[config.mk]
export PLATFORM = sky130hd
export DESIGN_NAME = uart_apb_tx_sequencer_flat
export DESIGN_NICKNAME = d
export VERILOG_FILES = /design/src/rtl/uart_apb_tx_sequencer_if.sv /design/src/rtl/uart_apb_tx_sequencer.sv /design/src/flat_wrapper.sv
export SDC_FILE = /design/constraint.sdc
export NUM_CORES = 1
export LEC_CHECK = 0
export ABC_AREA = 1
export BUFFER_PORTS_ARGS = -buffer_cell sky130_fd_sc_hd__buf_4
export CORE_MARGIN = 2
export CORE_UTILIZATION = 35
export CTS_CLUSTER_DIAMETER = 50
export DETAILED_ROUTE_END_ITERATION = 12
export SYNTH_ARGS = -nofsm -noshare
export SYNTH_HDL_FRONTEND = slang
export SYNTH_SLANG_ARGS = --single-unit
[constraint.sdc]
create_clock -name clock -period 3.8 [get_ports clock]
set_input_delay 0.19 -clock clock [delete_from_list [all_inputs] [get_ports clock]]
set_output_delay 0.19 -clock clock [all_outputs]
set_load 0.05 [all_outputs]
[src/rtl/uart_apb_tx_sequencer_if.sv]
// APB bundle between the UART TX sequencer (master) and the 16550 slave.
interface uart_apb_if;
  logic        psel;
  logic        penable;
  logic        pwrite;
  logic [31:0] paddr;
  logic [31:0] pwdata;
  logic [3:0]  pstrb;
  logic [31:0] prdata;
  logic        pready;

  modport master (
    output psel, penable, pwrite, paddr, pwdata, pstrb,
    input  prdata, pready
  );

  modport slave (
    input  psel, penable, pwrite, paddr, pwdata, pstrb,
    output prdata, pready
  );
endinterface

[src/rtl/uart_apb_tx_sequencer.sv]
// APB master: configures a 16550 UART, then drains a byte FIFO into THR.
// UART_TX_SEQ_BURST_EN: adds an FCR write and up-to-16-byte bursts per poll.
module uart_apb_tx_sequencer #(
  parameter logic [31:0] UART_BASE  = 32'h1000_0000,
  parameter logic [15:0] DIVISOR    = 16'h0001,
  parameter logic [7:0]  LCR_VAL    = 8'h03,
  parameter int          FIFO_DEPTH = 8
) (
  input  logic       clock,
  input  logic       reset,
  input  logic       tx_valid,
  input  logic [7:0] tx_data,
  output logic       tx_ready,
  output logic       init_done,
  output logic       busy,
  uart_apb_if.master apb
);
  localparam int AW = $clog2(FIFO_DEPTH);
  localparam logic [AW:0] FULL = (AW+1)'(FIFO_DEPTH);
  localparam logic [AW:0] ONE  = (AW+1)'(1);

  typedef enum logic [2:0] {
    S_FCR, S_DLAB, S_DLL, S_DLM, S_LCR, S_IDLE, S_POLL, S_SEND
  } state_e;

  typedef struct packed {
    logic       wr;
    logic [2:0] off;
    logic [7:0] dat;
  } xfer_t;

`ifdef UART_TX_SEQ_BURST_EN
  localparam state_e S_FIRST = S_FCR;
`else
  localparam state_e S_FIRST = S_DLAB;
`endif

  function automatic xfer_t xfer(state_e s, logic [7:0] hd);
    case (s)
      S_FCR:   xfer = '{1'b1, 3'd2, 8'h07};
      S_DLAB:  xfer = '{1'b1, 3'd3, 8'h80};
      S_DLL:   xfer = '{1'b1, 3'd0, DIVISOR[7:0]};
      S_DLM:   xfer = '{1'b1, 3'd1, DIVISOR[15:8]};
      S_LCR:   xfer = '{1'b1, 3'd3, LCR_VAL};
      S_POLL:  xfer = '{1'b0, 3'd5, 8'h00};
      S_SEND:  xfer = '{1'b1, 3'd0, hd};
      default: xfer = '{1'b0, 3'd0, 8'h00};
    endcase
  endfunction

  logic [7:0]  mem_q [FIFO_DEPTH];
  state_e      state_q, state_d, nxt;
  logic        psel_q, psel_d, penable_q, penable_d;
  logic        pwrite_q, pwrite_d, init_done_q, init_done_d;
  logic [31:0] paddr_q, paddr_d, pwdata_q, pwdata_d;
  logic [3:0]  pstrb_q, pstrb_d;
  logic [AW-1:0] rd_ptr_q, rd_ptr_d, wr_ptr_q, wr_ptr_d;
  logic [AW:0] count_q, count_d;
`ifdef UART_TX_SEQ_BURST_EN
  logic [4:0]  burst_q, burst_d;
`endif
  logic        push, pop, done, go, full;
  logic [7:0]  head;
  xfer_t       xf;
  logic        unused_prdata;

  assign unused_prdata = ^{apb.prdata[31:6], apb.prdata[4:0]};

  always_comb begin
    full      = (count_q == FULL);
    push      = tx_valid & ~full;
    done      = psel_q & penable_q & apb.pready;
    pop       = done & (state_q == S_SEND);
    wr_ptr_d  = wr_ptr_q + AW'(push);
    rd_ptr_d  = rd_ptr_q + AW'(pop);
    count_d   = count_q + (AW+1)'(push) - (AW+1)'(pop);
    head      = mem_q[rd_ptr_d];
    psel_d    = psel_q;
    penable_d = penable_q;
    pwrite_d  = pwrite_q;
    paddr_d   = paddr_q;
    pwdata_d  = pwdata_q;
    pstrb_d   = pstrb_q;
    init_done_d = init_done_q;
`ifdef UART_TX_SEQ_BURST_EN
    burst_d   = burst_q;
`endif
    nxt = state_q;
    go  = 1'b0;
    if (psel_q && !penable_q) begin
      penable_d = 1'b1;
    end else if (done) begin
      psel_d    = 1'b0;
      penable_d = 1'b0;
      case (state_q)
        S_FCR:  begin nxt = S_DLAB; go = 1'b1; end
        S_DLAB: begin nxt = S_DLL;  go = 1'b1; end
        S_DLL:  begin nxt = S_DLM;  go = 1'b1; end
        S_DLM:  begin nxt = S_LCR;  go = 1'b1; end
        S_LCR: begin
          init_done_d = 1'b1;
          go  = (count_d != '0);
          nxt = go ? S_POLL : S_IDLE;
        end
        S_POLL: begin
          go  = 1'b1;
          nxt = apb.prdata[5] ? S_SEND : S_POLL;
`ifdef UART_TX_SEQ_BURST_EN
          burst_d = 5'd0;
`endif
        end
        S_SEND: begin
`ifdef UART_TX_SEQ_BURST_EN
          burst_d = burst_q + 5'd1;
          // chain only when the next head is already stored
          if (count_q > ONE && burst_q != 5'd15) begin
            nxt = S_SEND;
            go  = 1'b1;
          end else begin
            go  = (count_d != '0);
            nxt = go ? S_POLL : S_IDLE;
          end
`else
          go  = (count_d != '0);
          nxt = go ? S_POLL : S_IDLE;
`endif
        end
        default: ;
      endcase
    end else if (!psel_q) begin
      if (state_q == S_IDLE) begin
        if (count_q != '0) begin
          nxt = S_POLL;
          go  = 1'b1;
        end
      end else begin
        go = 1'b1;
      end
    end
    xf = xfer(nxt, head);
    if (go) begin
      psel_d    = 1'b1;
      penable_d = 1'b0;
      pwrite_d  = xf.wr;
      paddr_d   = UART_BASE + {29'd0, xf.off};
      pwdata_d  = {4{xf.dat}};
      pstrb_d   = xf.wr ? (4'b0001 << xf.off[1:0]) : 4'b0000;
    end
    state_d = nxt;
  end

  always_ff @(posedge clock) begin
    if (reset) begin
      state_q     <= S_FIRST;
      psel_q      <= 1'b0;
      penable_q   <= 1'b0;
      pwrite_q    <= 1'b0;
      paddr_q     <= '0;
      pwdata_q    <= '0;
      pstrb_q     <= '0;
      init_done_q <= 1'b0;
      rd_ptr_q    <= '0;
      wr_ptr_q    <= '0;
      count_q     <= '0;
`ifdef UART_TX_SEQ_BURST_EN
      burst_q     <= '0;
`endif
    end else begin
      state_q     <= state_d;
      psel_q      <= psel_d;
      penable_q   <= penable_d;
      pwrite_q    <= pwrite_d;
      paddr_q     <= paddr_d;
      pwdata_q    <= pwdata_d;
      pstrb_q     <= pstrb_d;
      init_done_q <= init_done_d;
      rd_ptr_q    <= rd_ptr_d;
      wr_ptr_q    <= wr_ptr_d;
      count_q     <= count_d;
`ifdef UART_TX_SEQ_BURST_EN
      burst_q     <= burst_d;
`endif
    end
  end

  always_ff @(posedge clock) begin
    if (push) mem_q[wr_ptr_q] <= tx_data;
  end

  assign tx_ready    = ~full;
  assign init_done   = init_done_q;
  assign busy        = (count_q != '0) | psel_q;
  assign apb.psel    = psel_q;
  assign apb.penable = penable_q;
  assign apb.pwrite  = pwrite_q;
  assign apb.paddr   = paddr_q;
  assign apb.pwdata  = pwdata_q;
  assign apb.pstrb   = pstrb_q;
endmodule

[src/flat_wrapper.sv]
// flat-port wrapper written by rule: the top's interface ports become plain ports
module uart_apb_tx_sequencer_flat 
#(
  parameter logic [31:0] UART_BASE  = 32'h1000_0000,
  parameter logic [15:0] DIVISOR    = 16'h0001,
  parameter logic [7:0]  LCR_VAL    = 8'h03,
  parameter int          FIFO_DEPTH = 8
)
  (clock, reset, tx_valid, tx_data, tx_ready, init_done, busy, apb_psel, apb_penable, apb_pwrite, apb_paddr, apb_pwdata, apb_pstrb, apb_prdata, apb_pready);
  uart_apb_if apb_i ();
  input  logic clock;
  input  logic reset;
  input  logic tx_valid;
  input  logic [7:0] tx_data;
  output logic tx_ready;
  output logic init_done;
  output logic busy;
  output wire logic [$bits(apb_i.psel)-1:0] apb_psel;
  output wire logic [$bits(apb_i.penable)-1:0] apb_penable;
  output wire logic [$bits(apb_i.pwrite)-1:0] apb_pwrite;
  output wire logic [$bits(apb_i.paddr)-1:0] apb_paddr;
  output wire logic [$bits(apb_i.pwdata)-1:0] apb_pwdata;
  output wire logic [$bits(apb_i.pstrb)-1:0] apb_pstrb;
  input wire logic [$bits(apb_i.prdata)-1:0] apb_prdata;
  input wire logic [$bits(apb_i.pready)-1:0] apb_pready;
  assign apb_psel = apb_i.psel;
  assign apb_penable = apb_i.penable;
  assign apb_pwrite = apb_i.pwrite;
  assign apb_paddr = apb_i.paddr;
  assign apb_pwdata = apb_i.pwdata;
  assign apb_pstrb = apb_i.pstrb;
  assign apb_i.prdata = apb_prdata;
  assign apb_i.pready = apb_pready;
  uart_apb_tx_sequencer #(.UART_BASE(UART_BASE), .DIVISOR(DIVISOR), .LCR_VAL(LCR_VAL), .FIFO_DEPTH(FIFO_DEPTH)) u_core (.clock(clock), .reset(reset), .tx_valid(tx_valid), .tx_data(tx_data), .tx_ready(tx_ready), .init_done(init_done), .busy(busy), .apb(apb_i));
endmodule
== After elaboration in Yosys (flattened, before gate mapping) ==
Memory sizes are Yosys's and may differ from the RTL's.
Index checks and enable logic that the tools add are counted.

* Latch bits: 0
* Memory bits (writable): 64
* Logic and storage cells: 75
* Bits of input ports: 44
* Bits in read-only memories: 0
* Bits in registers: 85
* Memories: 1

* Eq/ne operators: 15
* Add/sub/neg operators: 5
* Shifts and indexed selects: 1
* Multipliers: 0
* Order comparisons: 0
* Divide/modulo/power cells: 0
* Mux-type cells: 22
* Reductions and logical operators: 13
* Bitwise gates (word level): 7

{| class="wikitable"
|+ Memory list
! name !! depth !! bits a word !! read ports !! clocked after Yosys merged registers in !! wr ports !! line !! RTL
|-
| u_core.mem_q || 8 || 8 || 1 || 0 || 1 || uart_apb_tx_sequencer.sv:51 || <nowiki>logic [7:0] mem_q [FIFO_DEPTH];</nowiki>
|}

{| class="wikitable"
|+ Operators by type and width
! kind !! count
|-
| case mux 12 bit (7 select lines) || 1
|-
| adder 29 x 3 -> 30 bit (first input constant) || 1
|-
| equality test 3 bit (second input constant) || 7
|-
| case mux 3 bit (6 select lines) || 1
|-
| 2-to-1 mux 3 bit || 5
|-
| equality test 3 x 2 -> 1 bit (second input constant) || 4
|-
| 2-to-1 mux 1 bit || 12
|-
| nonzero test 4 bit || 2
|-
| adder 3 x 1 -> 3 bit || 2
|-
| equality test 3 x 1 -> 1 bit (second input constant) || 2
|-
| logical NOT 3 bit || 2
|-
| OR reduction 5 bit || 1
|-
| adder 4 x 1 -> 4 bit || 1
|-
| bitwise AND 1 bit || 4
|-
| equality test 4 bit (second input constant) || 1
|-
| 2-to-1 mux 4 bit || 1
|-
| nonzero test 2 bit || 2
|-
| OR reduction 2 bit || 2
|-
| << shifter 1 x 2 -> 4 bit (first input constant) || 1
|-
| subtractor 4 x 1 -> 4 bit || 1
|-
| AND reduction 3 bit || 1
|-
| 2-to-1 mux 2 bit || 1
|-
| != test 2 x 1 -> 1 bit (second input constant) || 1
|-
| inverter 1 bit || 2
|-
| 5 further kinds || 5
|}

== Longest topological paths before layout ==
* Word-level depth: 14
* Depth in mapped cells: 23
* Gate-level depth less buffers: 23

== Worst setup path after synthesis ==
No wires, ideal clock.

* Kind: flip-flop to flip-flop
* Start point: register u_core.psel_q, in the netlist u_core.apb.psel
* End point: register u_core.pstrb_q[0], in the netlist u_core.apb.pstrb[0]
* Path slack: 565 ps
* Stages on the path, launching flop included: 21
* Arrival: 3107 ps
* Clock period less this slack: 3235 ps
* Buffers on the path: 0
* Setup time: 128 ps
* Cell sequence: dfxtp_1 -> nand3_2 -> nor3_1 -> ha_1 -> inv_1 -> ha_1 -> inv_1 -> fa_1 -> nand2_1 -> nor2_2 -> nand3_2 -> nand2_1 -> nand2_1 -> nand2_1 -> nand2_4 -> inv_2 -> nand3_2 -> nand2_2 -> nor2_1 -> nor2_1 -> nor2_1

* Word-level cells in the longest chain between the ends: 13

{| class="wikitable"
|+ Ends and longest elaborated chain
! element !! line !! RTL
|-
| from (decl) || uart_apb_tx_sequencer.sv:53 || <nowiki>logic psel_q, psel_d, penable_q, penable_d;</nowiki>
|-
| from (signal assigned) || uart_apb_tx_sequencer.sv:170 || <nowiki>psel_q <= psel_d;</nowiki>
|-
| bitwise AND 1 bit (2 in a row) || uart_apb_tx_sequencer.sv:72 || <nowiki>done = psel_q & penable_q & apb.pready;</nowiki>
|-
| bitwise AND 1 bit || uart_apb_tx_sequencer.sv:73 || <nowiki>pop = done & (state_q == S_SEND);</nowiki>
|-
| subtractor 4 x 1 -> 4 bit || uart_apb_tx_sequencer.sv:76 || <nowiki>count_d = count_q + (AW+1)'(push) - (AW+1)'(pop);</nowiki>
|-
| nonzero test 4 bit || uart_apb_tx_sequencer.sv:102, uart_apb_tx_sequencer.sv:124 ||
|-
| 2-to-1 mux 2 bit || uart_apb_tx_sequencer.sv:103, uart_apb_tx_sequencer.sv:125 ||
|-
| case mux 3 bit (6 select lines) || uart_apb_tx_sequencer.sv:95 || <nowiki>case (state_q)</nowiki>
|-
| 2-to-1 mux 3 bit || uart_apb_tx_sequencer.sv:92 || <nowiki>end else if (done) begin</nowiki>
|-
| 2-to-1 mux 3 bit || uart_apb_tx_sequencer.sv:90 || <nowiki>if (psel_q && !penable_q) begin</nowiki>
|-
| equality test 3 bit (tied with other cells) || uart_apb_tx_sequencer.sv:39 || <nowiki>case (s)</nowiki>
|-
| case mux 12 bit (7 select lines) || uart_apb_tx_sequencer.sv:39 ||
|-
| << shifter 1 x 2 -> 4 bit || uart_apb_tx_sequencer.sv:147 || <nowiki>pstrb_d = xf.wr ? (4'b0001 << xf.off[1:0]) : 4'b0000;</nowiki>
|-
| 2-to-1 mux 4 bit || uart_apb_tx_sequencer.sv:147 ||
|-
| to (signal assigned) || uart_apb_tx_sequencer.sv:175 || <nowiki>pstrb_q <= pstrb_d;</nowiki>
|-
| to (decl) || uart_apb_tx_sequencer.sv:56 || <nowiki>logic [3:0] pstrb_q, pstrb_d;</nowiki>
|}

Parallel ways exist; a longest one is shown, timed or not.
A chain may end at the register's enable or synchronous reset.

== Final worst setup path ==
* Start point: register u_core.state_q[1]
* End point: register u_core.pstrb_q[0], in the netlist u_core.apb.pstrb[0]

* Word-level cells in the longest chain between the ends: 12

{| class="wikitable"
|+ Ends and longest elaborated chain
! element !! line !! RTL
|-
| from (decl) || uart_apb_tx_sequencer.sv:52 || <nowiki>state_e state_q, state_d, nxt;</nowiki>
|-
| from (signal assigned) || uart_apb_tx_sequencer.sv:169 || <nowiki>state_q <= state_d;</nowiki>
|-
| equality test 3 bit || uart_apb_tx_sequencer.sv:73, uart_apb_tx_sequencer.sv:95 ||
|-
| bitwise AND 1 bit || uart_apb_tx_sequencer.sv:73 ||
|-
| subtractor 4 x 1 -> 4 bit || uart_apb_tx_sequencer.sv:76 ||
|-
| nonzero test 4 bit || uart_apb_tx_sequencer.sv:102, uart_apb_tx_sequencer.sv:124 ||
|-
| 2-to-1 mux 2 bit || uart_apb_tx_sequencer.sv:103, uart_apb_tx_sequencer.sv:125 ||
|-
| case mux 3 bit (6 select lines) || uart_apb_tx_sequencer.sv:95 ||
|-
| 2-to-1 mux 3 bit || uart_apb_tx_sequencer.sv:92 ||
|-
| 2-to-1 mux 3 bit || uart_apb_tx_sequencer.sv:90 ||
|-
| equality test 3 bit (tied with other cells) || uart_apb_tx_sequencer.sv:39 ||
|-
| case mux 12 bit (7 select lines) || uart_apb_tx_sequencer.sv:39 ||
|-
| << shifter 1 x 2 -> 4 bit || uart_apb_tx_sequencer.sv:147 ||
|-
| 2-to-1 mux 4 bit || uart_apb_tx_sequencer.sv:147 ||
|}

Parallel ways exist; a longest one is shown, timed or not.

==> impl_metrics.ini <==
[placement]
gp_congestion = 0.805
dp_slack_ns = 0.577
port_buffers = 58
post-dp-hpwl_um = 6200

[clock_tree]
cts_max_level = 3
cts_tree = done
post-cts-setup-buffer-count = 0
cts.sinks = 97
numCtsBuffers = 9
clk_pin_slew_ns = 0.07
clk_path_buf_depth = 2
cts-root-buf = clkbuf_16
cts_resized = 0
cts-hold-fix-buffers = 0
clk_latency_ns = 0.34

[floorplanning]
die_y_um = 118
std_cell_rows = 41
die_w_um = 118
coreArea_mm2 = 0.0127
die_area_mm2 = 0.0139
boundaryPins = 118
start_util = 0.359

[timing]
finClkSkew_ns = 0.00842
hold_viol = 0
worst_slack_ns = 0.571
period_share = 0.850
setup_viol = 0
relSlewSlack = 0.346
worstMarginPinSlew_ns = 0.977
drv_slew = 0
max_freq_mhz = 310
rsz0062_at_grt = false
period_minus_slack_ns = 3.23
fin_setup_tns_ns = 0

[critical_path]
worst-setup-path-type = reg -> reg
r2r_cells = 20
cp-end-kind = register
critPathArrivalTime_ns = 3.45
crit_fanout = 7
worstSetupStartpointType = register
critPathRequiredTime_ns = 4.02

[logic_synthesis]
ys_ff_latch = 97
synth_area_per_cell_um2 = 9.88
yosys.area_share.adder = 0.0319
synth-edff-count = 64
netlist_area_mm2 = 0.00455
yosys.area_share.simple = 0.172
synth_xor_area_frac = 0.00385
ys_dominant_reg_cell = edfxtp_1
synth_warnings = 0
synth_mux_area_frac = 0
seq_area_frac_synth = 0.567
async_flop_share = 0
synth_top_family_by_area = simple AND/OR/NAND/NOR gates
yosysUniqueCellTypes = 36
syn_inst = 461
synth-compound-area-share = 0.0948

[global_routing]
grt_pass1_wl_um = 14900
grt_util_met3 = 0.0417
track_usage = 0.136
met1_usage = 0.174
antenna_found_initial = 0
grt_most_used_layer = met2
overflow = 0
grt_pass1_vias = 2954
grt_max_degree = 33
grt_util_met2 = 0.221

[pwr]
intPower_w = 0.00186
power_density_mw_per_mm2 = 546
switching_share = 0.343
power.leakage_nw = 2.09
clkPwrFrac = 0.296
pwr-share-seq = 0.442
combinationalPowerShare = 0.262
p_switching_w = 0.000967
peakVddDrop_v = 0.000223

[route]
ant_nets = 0
first_pass_iters = 4
wirelength_um = 9230
vias_per_cell = 4.63
detailedRoute.firstIterationViolations = 174
routedWlPerCell_um = 13.7
drc = 0
vias = 3114

[final_layout]
layout.nets = 551
fillers = 1234
area_growth_pct = 13.5
drive_gt1_frac = 0.220
num_antenna_cells = 0

[worst_hold_path]
hold_path_depth = 1
min_path_type = in -> reg

[job]
max_cap_violations = 0

[status]
outcome = complete, no violations
[per-stage QoR]
stage,cells,area (µm²),hold WS (ns),utilization,power (W)
5_1_grt,673,5170,0.0734,0.408,0.00295
3_5_place_dp,657,4900,0.431,0.386,0.00201
3_3_place_gp,657,4900,0.422,0.386,0.00200
2_1_floorplan,488,4650,0.289,-,0.00188
4_1_cts,673,5170,0.0710,0.408,0.00285
6_report,673,5170,0.0768,0.408,0.00282
[critical path, stage by stage, from the launching register on]
cell and delay (ns):
dfxtp_1 0.43, nand2_1 0.12, nor3_1 0.34, ha_1 0.29, inv_1 0.05, ha_1 0.18, inv_1 0.07, fa_1 0.54
nand2_1 0.07, nor2_2 0.14, nand3_2 0.09, nand2_1 0.06, nand2_1 0.06, nand2_1 0.10, nand2_4 0.09, inv_2 0.12
nand3_2 0.09, nand2_2 0.10, nor2_1 0.05, nor2_1 0.08, nor2_1 0.04
[worst paths after layout]
kind / from / to / slack (ns)
worst max-delay path: u_core.state_q[1] / u_core.apb.pstrb[0] / 0.57
worst min-delay path: tx_data[6] / u_core.mem_q[4][6] / 0.08
worst max register to register: u_core.state_q[1] / u_core.apb.pstrb[0] / 0.57
worst min register to register: u_core.apb.pstrb[2] / u_core.apb.pstrb[2] / 0.47
[power by group through the flow]
| stage | Clock, W | Sequential [W] | Combinational (W) |
|---|---|---|---|
| 2_1_floorplan | 0 | 0.00134 | 0.000537 |
| 3_3_place_gp | 0 | 0.00127 | 0.000733 |
| 3_5_place_dp | 0 | 0.00127 | 0.000743 |
| 4_1_cts | 0.000853 | 0.00125 | 0.000745 |
| 5_1_grt | 0.000894 | 0.00126 | 0.000804 |
| 6_report | 0.000835 | 0.00125 | 0.000740 |
[cells in the final DEF (no fill, tap or decap), types with 10 or more instances in the layout]
master,count
a21oi_1,26
buf_4,65
conb_1,28
dfxtp_1,33
edfxtp_1,64
ha_1,10
inv_1,26
nand2_1,76
nand3_1,25
nor2_1,50
o21ai_0,21
[logic make-up after synthesis]
logic type,count (synthesis)
and+or+nand+nor,177
buffers and inverters,102
DFF,97
AOI/OAI and AO/OA,71
adders and majority gates,11
xor gates and xnor gates,2
other,1
[state kept, by name, summed over array words and instances, names as in the netlist]
name / count
u_core.mem_q: 64
u_core.apb.pwdata: 8
u_core.apb.paddr: 4
u_core.apb.pstrb: 4
u_core.count_q: 4
u_core.rd_ptr_q: 3
u_core.state_q: 3
u_core.wr_ptr_q: 3
u_core.apb.penable: 1
u_core.apb.psel: 1
u_core.apb.pwrite: 1
u_core.init_done: 1
[cell usage after synthesis (3+ instances only)]
cell	number	share of area
a21oi_1	26	0.029
a31oi_1	3	0.0041
a32o_1	4	0.0088
buf_2	5	0.0055
buf_4	53	0.087
clkbuf_1	9	0.0074
dfxtp_1	33	0.15
edfxtp_1	64	0.42
ha_1	10	0.027
inv_1	26	0.021
inv_2	7	0.0058
nand2_1	76	0.063
nand2_2	9	0.012
nand3_1	25	0.027
nand3_2	3	0.0066
nand4_1	4	0.0055
nor2_1	50	0.041
nor2_2	4	0.0055
o21ai_0	21	0.023
o21ai_1	4	0.0044
o221ai_1	5	0.0096
[layer usage]
layer | vias to the layer above | share of wire
met3 | 10 | 0.060
met1 | 1450 | 0.46
met4 | 0 | 0.010
li1 | 1550 | -
met2 | 104 | 0.47
met5 | - | 0
[area by class of cell]
| type | instances | area (µm²) | area share |
|---|---|---|---|
| clock inverters | 6 | 42.5 | 0.00823 |
| well taps | 172 | 215 | 0.0416 |
| repair buffers | 65 | 488 | 0.0944 |
| inverters | 34 | 129 | 0.0249 |
| multi-input cells | 289 | 1480 | 0.287 |
| clock buffers | 10 | 229 | 0.0443 |
| flip-flops and latches | 97 | 2580 | 0.500 |
Power figures use the tool's default switching activity.
